[config.mk]
export PLATFORM = sky130hd
export DESIGN_NAME = spi_wb_burst_bridge_flat
export DESIGN_NICKNAME = d
export VERILOG_FILES = /design/src/rtl/spi_wb_burst_bridge_if.sv /design/src/rtl/spi_wb_burst_bridge.sv /design/src/flat_wrapper.sv
export SDC_FILE = /design/constraint.sdc
export NUM_CORES = 1
export LEC_CHECK = 0
export ABC_AREA = 1
export BUFFER_PORTS_ARGS = -buffer_cell sky130_fd_sc_hd__buf_4
export CAP_MARGIN = 20
export CORE_AREA = 2 2 128 161
export CTS_CLUSTER_DIAMETER = 100
export DETAILED_ROUTE_END_ITERATION = 8
export DIE_AREA = 0 0 130 163
export PLACE_DENSITY = 0.8
export SLEW_MARGIN = 20
export SYNTH_ARGS = -nofsm -noshare
export SYNTH_HDL_FRONTEND = slang
export SYNTH_SLANG_ARGS = --single-unit
export TNS_END_PERCENT = 1
[constraint.sdc]
create_clock -name clk -period 2 [get_ports clk]
set_input_delay 0 -clock clk [delete_from_list [all_inputs] [get_ports clk]]
set_output_delay 0 -clock clk [all_outputs]
set_load 0.05 [all_outputs]
[src/rtl/spi_wb_burst_bridge_if.sv]
// SPI command/status words plus the Wishbone master pins of the debug bridge.
// master = bridge side, slave = SPI shift chain / Wishbone mux side.
interface spi_wb_burst_bridge_if #(
  parameter int AW   = 32,
  parameter int DW   = 32,
  parameter int LENW = 8
);
  localparam int SW = DW / 8;

  logic [AW+DW+SW+LENW+7:0] spi_out;
  logic [2*DW+LENW+7:0]     spi_in;
  logic [AW-1:0]            o_wb_adr;
  logic [DW-1:0]            o_wb_dat;
  logic [SW-1:0]            o_wb_sel;
  logic                     o_wb_we;
  logic                     o_wb_cyc;
  logic [DW-1:0]            i_wb_rdt;
  logic                     i_wb_ack;
  logic                     cpu_reset;
  logic                     system_reset;

  modport master (
    input  spi_out, i_wb_rdt, i_wb_ack,
    output spi_in, o_wb_adr, o_wb_dat, o_wb_sel, o_wb_we, o_wb_cyc,
    output cpu_reset, system_reset
  );

  modport slave (
    output spi_out, i_wb_rdt, i_wb_ack,
    input  spi_in, o_wb_adr, o_wb_dat, o_wb_sel, o_wb_we, o_wb_cyc,
    input  cpu_reset, system_reset
  );
endinterface

[src/rtl/spi_wb_burst_bridge.sv]
// SPI-debug command word to Wishbone master: single, fill-write and read-checksum bursts.
// Latency: cyc rises the cycle after an accepted start edge, one idle cycle between beats.
// Backpressure: none upstream; each beat waits for ack, bounded by TIMEOUT cycles.
module spi_wb_burst_bridge #(
  parameter int AW      = 32,
  parameter int DW      = 32,
  parameter int LENW    = 8,
  parameter int TIMEOUT = 1024
) (
  input  logic                  clk,
  input  logic                  spi_reset,
  spi_wb_burst_bridge_if.master bus
);
  localparam int SW     = DW / 8;
  localparam int TW     = $clog2(TIMEOUT + 1);
  localparam int LEN_LO = 8;
  localparam int SEL_LO = LEN_LO + LENW;
  localparam int DAT_LO = SEL_LO + SW;
  localparam int ADR_LO = DAT_LO + DW;

  localparam logic [1:0] ST_IDLE = 2'd0;
  localparam logic [1:0] ST_BUS  = 2'd1;
  localparam logic [1:0] ST_NEXT = 2'd2;

  logic            ctrl_cpu, ctrl_sys, ctrl_start, ctrl_we, ctrl_incr, ctrl_abort;
  logic [AW-1:0]   cmd_adr;
  logic [DW-1:0]   cmd_dat;
  logic [SW-1:0]   cmd_sel;
  logic [LENW-1:0] cmd_len;
  logic            start_pulse;

  assign ctrl_cpu   = bus.spi_out[0];
  assign ctrl_sys   = bus.spi_out[1];
  assign ctrl_start = bus.spi_out[2];
  assign ctrl_we    = bus.spi_out[3];
  assign ctrl_incr  = bus.spi_out[4];
  assign ctrl_abort = bus.spi_out[5];
  assign cmd_len    = bus.spi_out[LEN_LO +: LENW];
  assign cmd_sel    = bus.spi_out[SEL_LO +: SW];
  assign cmd_dat    = bus.spi_out[DAT_LO +: DW];
  assign cmd_adr    = bus.spi_out[ADR_LO +: AW];

  logic [1:0]      state_q, state_d;
  logic            start_q, start_d;
  logic [AW-1:0]   adr_q, adr_d;
  logic [DW-1:0]   dat_q, dat_d;
  logic [SW-1:0]   sel_q, sel_d;
  logic            we_q, we_d;
  logic            incr_q, incr_d;
  logic [LENW-1:0] len_q, len_d;
  logic [TW-1:0]   timer_q, timer_d;
  logic [LENW-1:0] beats_q, beats_d;
  logic [DW-1:0]   rdata_q, rdata_d;
  logic [DW-1:0]   rsum_q, rsum_d;
  logic            timeout_q, timeout_d;
  logic            rejected_q, rejected_d;

  assign start_pulse = ctrl_start & ~start_q;

  always_comb begin
    state_d    = state_q;
    start_d    = ctrl_start;
    adr_d      = adr_q;
    dat_d      = dat_q;
    sel_d      = sel_q;
    we_d       = we_q;
    incr_d     = incr_q;
    len_d      = len_q;
    timer_d    = timer_q;
    beats_d    = beats_q;
    rdata_d    = rdata_q;
    rsum_d     = rsum_q;
    timeout_d  = timeout_q;
    rejected_d = rejected_q;

    // The CPU must be held in reset so the bridge owns the bus exclusively.
    if (start_pulse) begin
      if (state_q == ST_IDLE && ctrl_cpu) begin
        adr_d      = cmd_adr;
        dat_d      = cmd_dat;
        sel_d      = cmd_sel;
        we_d       = ctrl_we;
        incr_d     = ctrl_incr;
        len_d      = cmd_len;
        timer_d    = '0;
        beats_d    = '0;
        rsum_d     = '0;
        timeout_d  = 1'b0;
        rejected_d = 1'b0;
        state_d    = ST_BUS;
      end else begin
        rejected_d = 1'b1;
      end
    end

    case (state_q)
      ST_BUS: begin
        if (bus.i_wb_ack) begin
          beats_d = beats_q + LENW'(1);
          if (!we_q) begin
            rdata_d = bus.i_wb_rdt;
            rsum_d  = rsum_q + bus.i_wb_rdt;
          end
          state_d = (beats_q == len_q) ? ST_IDLE : ST_NEXT;
        end else if (timer_q == TW'(TIMEOUT - 1)) begin
          timeout_d = 1'b1;
          state_d   = ST_IDLE;
        end else begin
          timer_d = timer_q + TW'(1);
        end
        // A beat acked in the same cycle as abort is still counted above.
        if (ctrl_abort) state_d = ST_IDLE;
      end
      ST_NEXT: begin
        if (incr_q) adr_d = adr_q + AW'(SW);
        timer_d = '0;
        state_d = ctrl_abort ? ST_IDLE : ST_BUS;
      end
      default: ;
    endcase
  end

  always_ff @(posedge clk or negedge spi_reset) begin
    if (!spi_reset) begin
      state_q    <= ST_IDLE;
      start_q    <= 1'b0;
      adr_q      <= '0;
      dat_q      <= '0;
      sel_q      <= '0;
      we_q       <= 1'b0;
      incr_q     <= 1'b0;
      len_q      <= '0;
      timer_q    <= '0;
      beats_q    <= '0;
      rdata_q    <= '0;
      rsum_q     <= '0;
      timeout_q  <= 1'b0;
      rejected_q <= 1'b0;
    end else begin
      state_q    <= state_d;
      start_q    <= start_d;
      adr_q      <= adr_d;
      dat_q      <= dat_d;
      sel_q      <= sel_d;
      we_q       <= we_d;
      incr_q     <= incr_d;
      len_q      <= len_d;
      timer_q    <= timer_d;
      beats_q    <= beats_d;
      rdata_q    <= rdata_d;
      rsum_q     <= rsum_d;
      timeout_q  <= timeout_d;
      rejected_q <= rejected_d;
    end
  end

  assign bus.o_wb_cyc     = (state_q == ST_BUS);
  assign bus.o_wb_adr     = adr_q;
  assign bus.o_wb_dat     = dat_q;
  assign bus.o_wb_sel     = sel_q;
  assign bus.o_wb_we      = we_q;
  assign bus.cpu_reset    = ctrl_cpu;
  assign bus.system_reset = ctrl_sys;
  assign bus.spi_in       = {rdata_q, rsum_q, beats_q, 2'b00, rejected_q, timeout_q,
                             (state_q != ST_IDLE), 1'b0, ctrl_sys, ctrl_cpu};
endmodule

[src/flat_wrapper.sv]
// flat-port wrapper written by rule: the top's interface ports become plain ports
module spi_wb_burst_bridge_flat 
#(
  parameter int AW      = 32,
  parameter int DW      = 32,
  parameter int LENW    = 8,
  parameter int TIMEOUT = 1024
)
  (clk, spi_reset, bus_spi_out, bus_i_wb_rdt, bus_i_wb_ack, bus_spi_in, bus_o_wb_adr, bus_o_wb_dat, bus_o_wb_sel, bus_o_wb_we, bus_o_wb_cyc, bus_cpu_reset, bus_system_reset);
  spi_wb_burst_bridge_if #(.AW(AW), .DW(DW), .LENW(LENW)) bus_i ();
  input  logic clk;
  input  logic spi_reset;
  input wire logic [$bits(bus_i.spi_out)-1:0] bus_spi_out;
  input wire logic [$bits(bus_i.i_wb_rdt)-1:0] bus_i_wb_rdt;
  input wire logic [$bits(bus_i.i_wb_ack)-1:0] bus_i_wb_ack;
  output wire logic [$bits(bus_i.spi_in)-1:0] bus_spi_in;
  output wire logic [$bits(bus_i.o_wb_adr)-1:0] bus_o_wb_adr;
  output wire logic [$bits(bus_i.o_wb_dat)-1:0] bus_o_wb_dat;
  output wire logic [$bits(bus_i.o_wb_sel)-1:0] bus_o_wb_sel;
  output wire logic [$bits(bus_i.o_wb_we)-1:0] bus_o_wb_we;
  output wire logic [$bits(bus_i.o_wb_cyc)-1:0] bus_o_wb_cyc;
  output wire logic [$bits(bus_i.cpu_reset)-1:0] bus_cpu_reset;
  output wire logic [$bits(bus_i.system_reset)-1:0] bus_system_reset;
  assign bus_i.spi_out = bus_spi_out;
  assign bus_i.i_wb_rdt = bus_i_wb_rdt;
  assign bus_i.i_wb_ack = bus_i_wb_ack;
  assign bus_spi_in = bus_i.spi_in;
  assign bus_o_wb_adr = bus_i.o_wb_adr;
  assign bus_o_wb_dat = bus_i.o_wb_dat;
  assign bus_o_wb_sel = bus_i.o_wb_sel;
  assign bus_o_wb_we = bus_i.o_wb_we;
  assign bus_o_wb_cyc = bus_i.o_wb_cyc;
  assign bus_cpu_reset = bus_i.cpu_reset;
  assign bus_system_reset = bus_i.system_reset;
  spi_wb_burst_bridge #(.AW(AW), .DW(DW), .LENW(LENW), .TIMEOUT(TIMEOUT)) u_core (.clk(clk), .spi_reset(spi_reset), .bus(bus_i));
endmodule
==> reports/qor.csv <==
metric,value,unit
met2 routed WL,17580,um
layout cells sized above 1,22.64,%
DRC violations left,0,
Clock Path Buffers,2,
critical path class,register to register,
chip width,130,um
clock skew,0.01700,ns
Critical R2R Launch,u_core.rsum_q[8],
clock sink total,166,
worst path required time,2.33,ns
full die area,0.02119,mm^2
grt ovf,0,
P&R area growth vs syn,43.25,%
CP most frequent cell,nand2_1,
DR top layer,met4,
outcome,finished clean,
DR iter-0 viols,750,
Ys Warns,0,
vias in the first global route,11400,
register area share after synthesis,39.64,%
Std-Cell Rows,58,
layout net count,2092,
Critical Path AT,2.28,ns
Avg Vias per Cell,5.191,
post-CTS setup buffers,0,
relative slew slack,66.25,%
fmax,511.1,MHz
Clock Pin Slew Worst Setup and Hold Paths,0.07,ns
I/O Buffers,262,
final worst path period share,97.83,%
vias after detailed routing,11510,
mean routed wirelength per cell,15.59,um
Hold Startpoint,bus_spi_out[1],
Final Hold Viols,0,
Placer Congestion,0.9199,
Worst setup EP type,register,
n_diodes,0,
Die Y,163,um
Final Max Tran Viols,0,
CTS H-tree lvls,4,
synthesized cell area,0.01048,mm^2
Pre-antenna DRT Iters,6,
Synth Area per Inst,6.796,um^2
CP max stage cell,dfrtp_1,
maximum fanout along the worst path,5,
Mapped Cells,1542,
TritonCTS clock tree,built,
GRT Overall Usage,32.65,%
final WL,34580,um
crit-path max cell delay,0.41,ns
Detail Route Antenna Nets,0,
Worst setup SP type,register,
Power per Cell Area,1644,mW/mm^2
"leading cell type in the layout, fill and taps excluded",nand2_1,
wire length on met3,2190,um
CTS Buf Count,17,
core box area,0.01981,mm^2
starting density of the core,52.89,%
RSZ-0062 raised after global routing,yes,
Ports,271,
CP cell instances,ha_2 -> nand2_1 -> nor2_1 -> and2_1 -> nand2_1 -> nand2_2 -> nand2_1 -> nand3_1 -> nand3_1 -> nand2_1 -> inv_1,
Pwr Total,24.67,mW
Worst-Margin Slew,0.5036,ns
synth unique cells,47,
antenna violations before repair,0,
largest net degree at the start of global routing,87,
#FFs+latches synth,166,
final setup violation count,0,
Clock Latency Late Sink,0.43,ns
Worst Setup SP,u_core.rsum_q[8],
dpl hpwl,23670,um
VDD IR max,1.079,mV
first-pass GRT wire length,54740,um
crit path time final,1.957,ns
HP Class,input pin to output port,
"commonest cells after routing, fill and taps aside","nand2_1, buf_4, inv_1",
Root Buffer,clkbuf_16,
Max Cap Viol,0,
Lkg Pwr,8.234,nW
Hold WS,0.0001720,ns
met1 wire length,13270,um
Fillers,1483,
logic make-up after synthesis:
kind of cell / Yosys count / share of synthesized area (%)
flip-flops: 166 / 39.64
XOR/XNOR: 25 / 2.090
buffers and inverters: 267 / 10.16
AND/OR/NAND/NOR: 883 / 35.03
multiplexers: 2 / 0.2149
AO/OA/AOI/OAI: 160 / 8.215
other: 1 / 0.03579
adder cells (fa/ha/maj): 38 / 4.609
cells in the mapped netlist (all sizes together):
cell type | count | area, um^2
o21a | 2 | 15.01
a211oi | 4 | 30.03
nand4 | 17 | 136.4
nor3 | 19 | 130.1
buf | 33 | 182.7
a32o | 1 | 10.01
o21bai | 3 | 22.52
a21o | 1 | 7.510
o2bb2ai | 1 | 8.760
nor4 | 4 | 25.02
a31oi | 5 | 31.28
nor3b | 1 | 7.510
ha | 37 | 462.9
o31ai | 1 | 7.510
fa | 1 | 20.02
clkbuf | 19 | 75.07
conb | 1 | 3.750
or2 | 8 | 50.05
nand2 | 645 | 2444
o211ai | 4 | 30.03
inv | 213 | 799.5
a21oi | 72 | 360.4
nand3 | 97 | 490.5
dfrtp | 166 | 4154
a2111oi | 1 | 8.760
nor2 | 90 | 375.4
clkinv | 2 | 7.510
xnor2 | 15 | 131.4
mux2 | 2 | 22.52
a311oi | 1 | 8.760
o21ai | 64 | 320.3
xor2 | 10 | 87.58
and2 | 2 | 12.51
worst max-delay path, delay by kind of cell, from the launching register on:
| family | cells | cell delay (ns) |
|---|---|---|
| simple gates | 9 | 1.02 |
| buf+inv | 1 | 0.04 |
| fa+ha+maj | 1 | 0.38 |
| flops | 1 | 0.41 |
repair_timing:
| item | 4_1_cts | 5_1_grt |
|---|---|---|
| gates resized for setup | 5 | 57 |
| endpoints found under the hold margin | 285 | 0 |
| gates cloned | 0 | 0 |
| pin swaps | 0 | 0 |
| setup endpoints to repair | 7 | 46 |
| hold buffers | 114 | 0 |
worst paths after layout:
check	to	slack, ns	cells after the start
setup / recovery	u_core.rsum_q[23]	0.04	11
hold / removal	bus_spi_in[1]	0.0002	0
setup reg to reg	u_core.rsum_q[23]	0.04	11
hold reg to reg	u_core.rdata_q[25]	0.47	2
max in group asynchronous	u_core.rsum_q[13]	1.15	3
min in group asynchronous	u_core.bus.o_wb_adr[3]	0.04	2
where the power goes:
group          internal, mW  switching (mW)  leakage (nW)
registers              4.80            1.36          2.08
logic                  4.85            10.2          5.86
clock network          1.95            1.49         0.295
total                  11.6            13.1          8.23
sequential cells by signal (all words and copies together), names as in the netlist:
register             count
u_core.bus.o_wb_adr     32
u_core.bus.o_wb_dat     32
u_core.rdata_q          32
u_core.rsum_q           32
u_core.timer_q          11
u_core.beats_q           8
u_core.len_q             8
u_core.bus.o_wb_sel      4
u_core.state_q           2
u_core.bus.o_wb_we       1
u_core.incr_q            1
u_core.rejected_q        1
u_core.start_q           1
u_core.timeout_q         1
layer usage:
| metal | up-vias | global-route usage [%] |
|---|---|---|
| li1 | 5575 | - |
| met1 | 5346 | 37.30 |
| met2 | 478 | 57.76 |
| met3 | 114 | 6.045 |
| met4 | 0 | 16.47 |
| met5 | - | 0 |
per-stage QoR:
stage	instances	setup WS (ns)	cell area (um^2)	util, %	setup TNS (ns)
after floorplan	1544	-0.01890	10490	-	-0.09363
after detailed placement	2072	-0.02713	12980	65.50	-0.03878
after CTS	2218	0.02363	14740	74.42	0
final	2218	0.04343	15010	75.77	0
after global routing	2218	-0.05609	15010	75.77	-0.2028
after global placement	2072	-0.02584	12980	65.50	-0.02584
cell type report:
type / count / area (um^2) / share of cell area (%)
inverter: 215 / 812.0 / 5.410
clock buffer: 19 / 452.9 / 3.017
sequential: 166 / 4155 / 27.68
timing repair buffer: 424 / 3542 / 23.60
clock inverter: 13 / 158.9 / 1.059
tap: 270 / 337.8 / 2.251
multi-input combinational: 1111 / 5552 / 36.98
No activity file was read; power rests on OpenSTA's default activity.
